$ cat src/rtl/mem_access_stage.sv
// MEM pipeline stage: turns EX/MEM load/store controls into a valid/ready request to a
// multi-cycle data memory, aligns store lanes, formats load data and stalls upstream meanwhile.
module mem_access_stage #(
  parameter int DATA_W = 64
) (
  input  logic              clk,
  input  logic              rst,
  input  logic              EX_valid,
  input  logic [1:0]        EX_WB_in,
  input  logic              EX_MemRead,
  input  logic              EX_MemWrite,
  input  logic [2:0]        EX_Funct3,
  input  logic [DATA_W-1:0] EX_ALURes,
  input  logic [DATA_W-1:0] EX_WriteData,
  output logic              dmem_req_valid,
  input  logic              dmem_req_ready,
  output logic              dmem_req_we,
  output logic [DATA_W-1:0] dmem_req_addr,
  output logic [DATA_W-1:0] dmem_req_wdata,
  output logic [7:0]        dmem_req_be,
  input  logic              dmem_rsp_valid,
  input  logic [DATA_W-1:0] dmem_rsp_rdata,
  output logic              stall,
  output logic              MEM_fault,
  output logic [1:0]        MEM_WB_out,
  output logic [DATA_W-1:0] MEM_ReadData,
  output logic [DATA_W-1:0] MEM_ALURes,
  output logic [1:0]        o_dbg_state
);

  // Handshake: a request transfers on a cycle where dmem_req_valid && dmem_req_ready; once
  // valid is raised it stays high with every request field stable until that cycle. Exactly
  // one dmem_rsp_valid pulse follows each transferred request and is only honoured in WAIT.

  typedef enum logic [1:0] {
    S_IDLE = 2'd0,
    S_REQ  = 2'd1,
    S_WAIT = 2'd2,
    S_DONE = 2'd3
  } state_t;

  state_t            r_state;
  logic [DATA_W-1:0] r_rdata_q;

  logic [2:0]        w_offset;
  logic [1:0]        w_size;
  logic [5:0]        w_shamt;
  logic [7:0]        w_size_mask;
  logic              w_misalign;
  logic              w_mem_op;
  logic              w_fault;
  logic              w_legal;
  logic [DATA_W-1:0] w_shifted;
  logic [DATA_W-1:0] w_load_fmt;

  assign w_offset = EX_ALURes[2:0];
  assign w_size   = EX_Funct3[1:0];
  assign w_shamt  = {w_offset, 3'b000};
  assign w_mem_op = EX_valid & (EX_MemRead | EX_MemWrite);

  always_comb begin
    w_size_mask = 8'h01;
    w_misalign  = 1'b0;
    case (w_size)
      2'd0: begin w_size_mask = 8'h01; w_misalign = 1'b0;           end
      2'd1: begin w_size_mask = 8'h03; w_misalign = w_offset[0];    end
      2'd2: begin w_size_mask = 8'h0F; w_misalign = |w_offset[1:0]; end
      default: begin w_size_mask = 8'hFF; w_misalign = |w_offset;   end
    endcase
  end

  assign w_fault = w_mem_op & ((EX_MemRead & EX_MemWrite) | (EX_Funct3 == 3'b111) |
                               (EX_MemWrite & EX_Funct3[2]) | w_misalign);
  assign w_legal = w_mem_op & ~w_fault;

  // Funct3[2] selects zero extension; doubles pass through untouched.
  assign w_shifted = dmem_rsp_rdata >> w_shamt;
  always_comb begin
    w_load_fmt = w_shifted;
    case (w_size)
      2'd0: w_load_fmt = {{56{w_shifted[7]  & ~EX_Funct3[2]}}, w_shifted[7:0]};
      2'd1: w_load_fmt = {{48{w_shifted[15] & ~EX_Funct3[2]}}, w_shifted[15:0]};
      2'd2: w_load_fmt = {{32{w_shifted[31] & ~EX_Funct3[2]}}, w_shifted[31:0]};
      default: w_load_fmt = w_shifted;
    endcase
  end

  always_ff @(posedge clk or negedge rst) begin
    if (!rst) begin
      r_state   <= S_IDLE;
      r_rdata_q <= '0;
    end else begin
      case (r_state)
        S_IDLE: if (w_legal) r_state <= dmem_req_ready ? S_WAIT : S_REQ;
        S_REQ:  if (dmem_req_ready) r_state <= S_WAIT;
        S_WAIT: if (dmem_rsp_valid) begin
          r_rdata_q <= EX_MemRead ? w_load_fmt : '0;
          r_state   <= S_DONE;
        end
        default: r_state <= S_IDLE;
      endcase
    end
  end

  always_comb begin
    dmem_req_valid = 1'b0;
    dmem_req_we    = 1'b0;
    dmem_req_addr  = '0;
    dmem_req_wdata = '0;
    dmem_req_be    = '0;
    stall          = 1'b0;
    MEM_fault      = 1'b0;
    MEM_WB_out     = 2'b00;
    MEM_ReadData   = '0;
    MEM_ALURes     = '0;
    if (rst) begin
      MEM_ALURes = EX_ALURes;
      case (r_state)
        S_IDLE: begin
          if (w_fault) begin
            MEM_fault = 1'b1;
          end else if (w_legal) begin
            dmem_req_valid = 1'b1;
            stall          = 1'b1;
          end else begin
            MEM_WB_out = EX_valid ? EX_WB_in : 2'b00;
          end
        end
        S_REQ: begin
          dmem_req_valid = 1'b1;
          stall          = 1'b1;
        end
        S_WAIT: stall = 1'b1;
        default: begin
          MEM_WB_out   = EX_WB_in;
          MEM_ReadData = r_rdata_q;
        end
      endcase
      // Request fields come from the held EX/MEM inputs, so they stay stable under backpressure.
      if (dmem_req_valid) begin
        dmem_req_we    = EX_MemWrite;
        dmem_req_addr  = {EX_ALURes[DATA_W-1:3], 3'b000};
        dmem_req_be    = w_size_mask << w_offset;
        dmem_req_wdata = EX_WriteData << w_shamt;
      end
    end
  end

  assign o_dbg_state = r_state;

endmodule

$ cat config.mk
export PLATFORM = sky130hd
export DESIGN_NAME = mem_access_stage
export DESIGN_NICKNAME = d
export VERILOG_FILES = /design/src/rtl/mem_access_stage.sv
export SDC_FILE = /design/constraint.sdc
export NUM_CORES = 1
export LEC_CHECK = 0
export CORE_AREA = 10 10 176 178
export DETAILED_ROUTE_END_ITERATION = 16
export DIE_AREA = 0 0 186 188
export GPL_TIMING_DRIVEN = 0
export HOLD_SLACK_MARGIN = 0.15
export PLACE_DENSITY = 0.63
export SLEW_MARGIN = 20
export SYNTH_ARGS = -nofsm -noshare
export SYNTH_HDL_FRONTEND = slang
export SYNTH_SLANG_ARGS = --single-unit
$ cat constraint.sdc
create_clock -name clk -period 4 [get_ports clk]
set_clock_uncertainty 0.05 [all_clocks]
set_input_delay 0.4 -clock clk [delete_from_list [all_inputs] [get_ports clk]]
set_output_delay 0.4 -clock clk [all_outputs]
set_load 0.02 [all_outputs]
# Word level (Yosys, flattened, before mapping)
# Index checks and enable logic that the tools add are counted.
# word_totals
regBits	66
word_cells	70
input_bits	204
out_inout_bits	272
# op_classes
n_mux	35
bitwise_logic	14
shifts	3
n_eq_ne	8
n_reduce_logical	8
# op_table
cell	n
64-bit two-way mux	8
64-bit case mux with 3 select lines	1
64-bit by 6-bit left shift with 64-bit output	1
64-bit by 6-bit >> shifter with 64-bit output	1
8-bit case mux with 3 select lines	1
2-bit two-way mux	8
8-bit two-way mux	2
1-bit two-way mux	10
1-bit bitwise AND	8
8-bit by 3-bit left shift with 8-bit output	1
2-bit != test (second input constant)	3
2-bit case mux with 3 select lines	1
3-bit OR reduction	2
2-bit by 1-bit equality test with 1-bit output (second input constant)	2
2-bit equality test (second input constant)	2
2-bit zero test	2
1-bit bitwise OR	4
1-bit case mux with 2 select lines	2
2-bit case mux with 2 select lines	1
2-bit OR reduction	2
3-bit equality test (second input constant)	1
1-bit case mux with 3 select lines	1
3-bit AND reduction	1
1-bit NOT	2
2-bit AND reduction	1

# Logic depth before layout (Yosys ltp)
# logic_depth
depth_word	13
ltp_mapped	10
mapped_depth_nobuf	7

# Worst setup path before layout
# No wires, ideal clock.
# synth_path
path_kind	input -> output
startpoint	input EX_ALURes[0]
endpoint	output dmem_req_be[5]
required_ns	3.550
setup_slack_ns	1.246
path_stages	10
path_buffers	4
arrival_time_ns	2.304
path_cell_list	buf_6 > buf_6 > or2_2 > buf_2 > nand2_2 > a41oi_4 > inv_2 > buf_2 > o21ai_1 > a221oi_1
# synth_via
elab_chain_cells	12
elab_cells_between_ends	14
cone_classes	shift: 1; mux: 7; bitwise: 4; reduce/logical: 2
# synth_rtl
element	line_no	text
start: declaration	13	input logic [DATA_W-1:0] EX_ALURes,
3-bit OR reduction or 2-bit OR reduction (tied branches)	68, 67	
1-bit case mux with 3 select lines	64	case (w_size)
1-bit bitwise OR	73	(EX_MemWrite & EX_Funct3[2]) | w_misalign);
1-bit bitwise AND	72	assign w_fault = w_mem_op & ((EX_MemRead & EX_MemWrite) | (EX_Funct3 == 3'b111) |
1-bit NOT	74	assign w_legal = w_mem_op & ~w_fault;
1-bit bitwise AND	74	
1-bit two-way mux	122	end else if (w_legal) begin
1-bit two-way mux	120	if (w_fault) begin
1-bit case mux with 2 select lines	118	case (r_state)
1-bit two-way mux	116	if (rst) begin
8-bit two-way mux (*)	140	if (dmem_req_valid) begin
8-bit two-way mux (*)	116	
end: declaration	20	output logic [7:0] dmem_req_be,
# Mark *: on every way between the ends. The rest lies on a longest branch, timed or not. The select of a mux whose other input is x is not followed.

# Final worst setup path
# layout_path
startpoint	input EX_ALURes[2]
endpoint	output dmem_req_wdata[33]
# layout_via
elab_chain_cells	12
elab_cells_between_ends	13
cone_classes	shift: 1; mux: 7; bitwise: 4; reduce/logical: 1
# layout_rtl
element	line_no	text
3-bit OR reduction	68	default: begin w_size_mask = 8'hFF; w_misalign = |w_offset; end
1-bit case mux with 3 select lines	64	
1-bit bitwise OR	73	
1-bit bitwise AND	72	
1-bit NOT	74	
1-bit bitwise AND	74	
1-bit two-way mux	122	
1-bit two-way mux	120	
1-bit case mux with 2 select lines	118	
1-bit two-way mux	116	
64-bit two-way mux (*)	140	
64-bit two-way mux (*)	116	
end: declaration	19	output logic [DATA_W-1:0] dmem_req_wdata,
# Marks and branches as above.

==> impl_metrics.env <==
export IMPL_status="finished, violations left"
export IMPL_violations="setup timing"
export IMPL_grt_max_degree=50
export IMPL_share_seq_of_total_power=0.256
export IMPL_path_common_cell="buf_2"
export IMPL_synth_top_area_frac=0.209
export IMPL_setup_ws_ps=-7.72
export IMPL_htree_levels=3
export IMPL_clkSinkCount=66
export IMPL_layout_nets=1690
export IMPL_worst_setup_path_end_kind="primary output"
export IMPL_min_period_over_period=1.00
export IMPL_dr_pass1_iters=5
export IMPL_timing_fmax_mhz=250
export IMPL_final_setup_viol_count=1
export IMPL_initial_core_util=0.288
export IMPL_critPathMaxFanout=10
export IMPL_grt_pass1_wl_um=74000
export IMPL_dp_hpwl_um=43200
export IMPL_areaGrowthSynthToFinish_pct=70.7
export IMPL_async_flop_share=1.00
export IMPL_dr_wl_met2_um=24400
export IMPL_clock_latency_ps=340
export IMPL_wirelength_um=52200
export IMPL_synthFlopType="dfrtp_1"
export IMPL_die_y_um=188
export IMPL_leakagePower_nw=5.78
export IMPL_antenna_found_initial=3
export IMPL_synth_avg_cell_area_sq_um=7.97
export IMPL_synth_area_top_cells="dfrtp_1, mux2i_1, and2_1"
export IMPL_ff2ff_setup_slack_ps=1520
export IMPL_drt_iter0_drc=1110
export IMPL_cts_root_buf="clkbuf_16"
export IMPL_cts_buffer_depth=2
export IMPL_die_w_um=186
export IMPL_dieArea_sq_um=35000
export IMPL_swShare=0.425
export IMPL_yosysWarnings=0
export IMPL_synth_top_area_cell="dfrtp_1"
export IMPL_hold_viol_final=0
export IMPL_r2r_end="r_rdata_q[24]"
export IMPL_pwr_share_clk=0.180
export IMPL_ant_nets=0
export IMPL_cts_tree="yes"
export IMPL_routabilityCongestion=0.974
export IMPL_relSlewSlack=0.333
export IMPL_crit_end="dmem_req_wdata[33]"
export IMPL_rsz0062_at_grt="false"
export IMPL_synthCells=993
export IMPL_grt_ovfl_total=0
export IMPL_powerDensity_nw_per_um2=351
export IMPL_vias_per_cell=5.61
export IMPL_max_stage_delay_ps=690
export IMPL_clk_pin_slew_ps=50
export IMPL_worstMarginPinSlew_ps=997
export IMPL_fin_crit_ps=4010
export IMPL_ir_worst_vdd_v=0.000226
export IMPL_ff2ff_path_depth=6
export IMPL_cp_slowest_cell="clkdlybuf4s50_1"
export IMPL_yosysSeqAreaShare=0.209
export IMPL_p_int_mw=2.72
export IMPL_synth_area_sq_um=7910
export IMPL_routedWlPerCell_um=28.4
export IMPL_yosysUniqueCellTypes=48
export IMPL_path_delay_family="buffers and inverters"
export IMPL_timing_rr_start="o_dbg_state[0]"
export IMPL_drive_above_1_share=0.100
export IMPL_fp_coreArea_sq_um=27500
export IMPL_wl_met1_um=20200
export IMPL_cp_depth=9
export IMPL_highest_layer="met4"
export IMPL_critPathKind="input pin to primary output"
export IMPL_port_buffers=471
export IMPL_synth_edf_count=0
export IMPL_ys_seq_elements=66
export IMPL_p_comb_frac=0.564
export IMPL_track_usage=0.284
export IMPL_drc_errors=0
export IMPL_post_place_cells=1813
export IMPL_path_cells="clkdlybuf4s50_1 -> buf_2 -> buf_2 -> buf_2 -> clkbuf_2 -> clkbuf_4 -> nand3_1 -> a21oi_1 -> clkdlybuf4s50_1"
export IMPL_max_cap_violations=0
export IMPL_vias=10300
export IMPL_crit_start="EX_ALURes[2]"
export IMPL_pre_cts_slack_ps=-467
export IMPL_p_sw_mw=2.01
export IMPL_wl_met3_um=5790
export IMPL_num_rows=61
export IMPL_drv_slew=0
export IMPL_crit_required_ps=3550
export IMPL_start_kind="input pin"
export IMPL_cts_buffers=9
export IMPL_final_cells=1836
export IMPL_first_global_vias=10600
export IMPL_io_pin_count=476
export IMPL_worst_path_buf_inv=7
export IMPL_worstHoldPathType="register to register"
export IMPL_cp_arrival_ps=3560
synthesized netlist by cell type (all sizes together) (5+ instances only):
cell type	instances
a211oi	10
a21oi	47
a221o	17
a22o	9
a22oi	8
a2bb2oi	7
a31oi	9
and2	129
and3	92
buf	37
clkbuf	70
dfrtp	66
ha	5
inv	10
mux2	18
mux2i	91
mux4	31
nand2	107
nand3	17
nor2	69
nor2b	10
nor3	5
o21a	10
o21ai	69
o22ai	17
o31ai	17
flip-flops by register name, indices dropped and copies added (netlist names):
| name | cells |
|---|---|
| r_rdata_q | 64 |
| o_dbg_state | 2 |
routing by layer:
| metal | vias up | track usage |
|---|---|---|
| met2 | 708 | 0.461 |
| met4 | 0 | 0.102 |
| met3 | 120 | 0.0914 |
| li1 | 4556 | - |
| met1 | 4921 | 0.342 |
| met5 | - | 0 |
placed cells by master, fill, tap and decap left out, types with 4 or more instances in the layout:
cell type        netlist  routed
a221o_1               17      17
buf_6                  5       5
o31ai_1               14      14
a31oi_1                9       9
a22oi_1                8       8
inv_1                  8       8
and3_1                92      92
o21a_1                10      10
dlygate4sd2_1          0       4
nor3_1                 5       5
mux2i_1               91      91
ha_1                   5       5
mux4_2                31      31
o22ai_1               17      17
buf_4                  6       9
clkdlybuf4s50_1        0     463
dfrtp_1               66      66
a211oi_1              10      10
clkbuf_16              0       9
o21ai_0               51      51
nor2b_1               10      10
nor2_1                69      67
mux2_2                17      17
and2_1               127     127
a21oi_1               47      47
clkbuf_2               0      14
a22o_1                 9       9
clkbuf_1              70      56
o21ai_2               16      17
nand2_1              106     105
diode_2                0       4
buf_2                 20      21
a2bb2oi_1              7       7
nand3_1               17      17
layout make-up:
| type | count | area (sq um) |
|---|---|---|
| clock inverter | 6 | 90.1 |
| fill | 2682 | 14000 |
| timing repair buffer | 476 | 4780 |
| clock buffer | 10 | 229 |
| buffer | 106 | 517 |
| multi-input combinational | 812 | 5750 |
| sequential | 66 | 1650 |
| antenna | 4 | 10.0 |
| tap | 346 | 433 |
| inverter | 10 | 40.0 |
stage by stage:
stage               setup TNS [ps]  total power, mW   util  hold slack [ps]  cell area [sq um]
global route                     0             4.98  0.491              445              13500
global placement           -436570             3.81  0.476              411              13100
CTS                              0             4.71  0.490              423              13500
detailed placement          -18900             3.84  0.476              272              13100
floorplan                        0             2.55      -             54.4               7920
finish                       -7.72             4.73  0.491              425              13500
repair_timing:
item / 4_1_cts / 5_1_grt
hold buffers: 2 / 0
setup buffers: 2 / 0
endpoints found under the setup margin: 121 / 33
resized for setup: 19 / 21
hold endpoints to repair: 21 / 0
cells by family after synthesis:
group / Yosys count / synth area share
and+or+nand+nor: 439 / 0.293
AOI/OAI and AO/OA: 225 / 0.194
muxes: 140 / 0.230
buffers and inverters: 117 / 0.0663
DFF: 66 / 0.209
adders and majority gates: 5 / 0.00791
other: 1 / 0.000474
worst reg2reg max path, cell delays in order (launching register included):
cell	delay [ps]
dfrtp_1	440
inv_1	130
ha_1	220
nand3_1	290
nor2_1	630
clkbuf_1	420
a221o_1	230
how the worst min path moves through the flow:
stage,from,depth (start not counted),to
6_report,r_rdata_q[48],2,r_rdata_q[48]
5_1_grt,r_rdata_q[44],2,r_rdata_q[44]
4_1_cts,r_rdata_q[48],2,r_rdata_q[48]
3_5_place_dp,rst,1,r_rdata_q[8]
3_3_place_gp,r_rdata_q[6],2,r_rdata_q[6]
2_1_floorplan,rst,0,o_dbg_state[0]
power by group through the flow:
stage / clock network [mW] / logic (mW) / registers [mW]
floorplan: 0 / 1.43 / 1.12
global placement: 0 / 2.61 / 1.21
detailed placement: 0 / 2.63 / 1.21
CTS: 0.849 / 2.66 / 1.20
global route: 0.890 / 2.85 / 1.24
finish: 0.851 / 2.67 / 1.21
(Power assumes the default switching activity.)
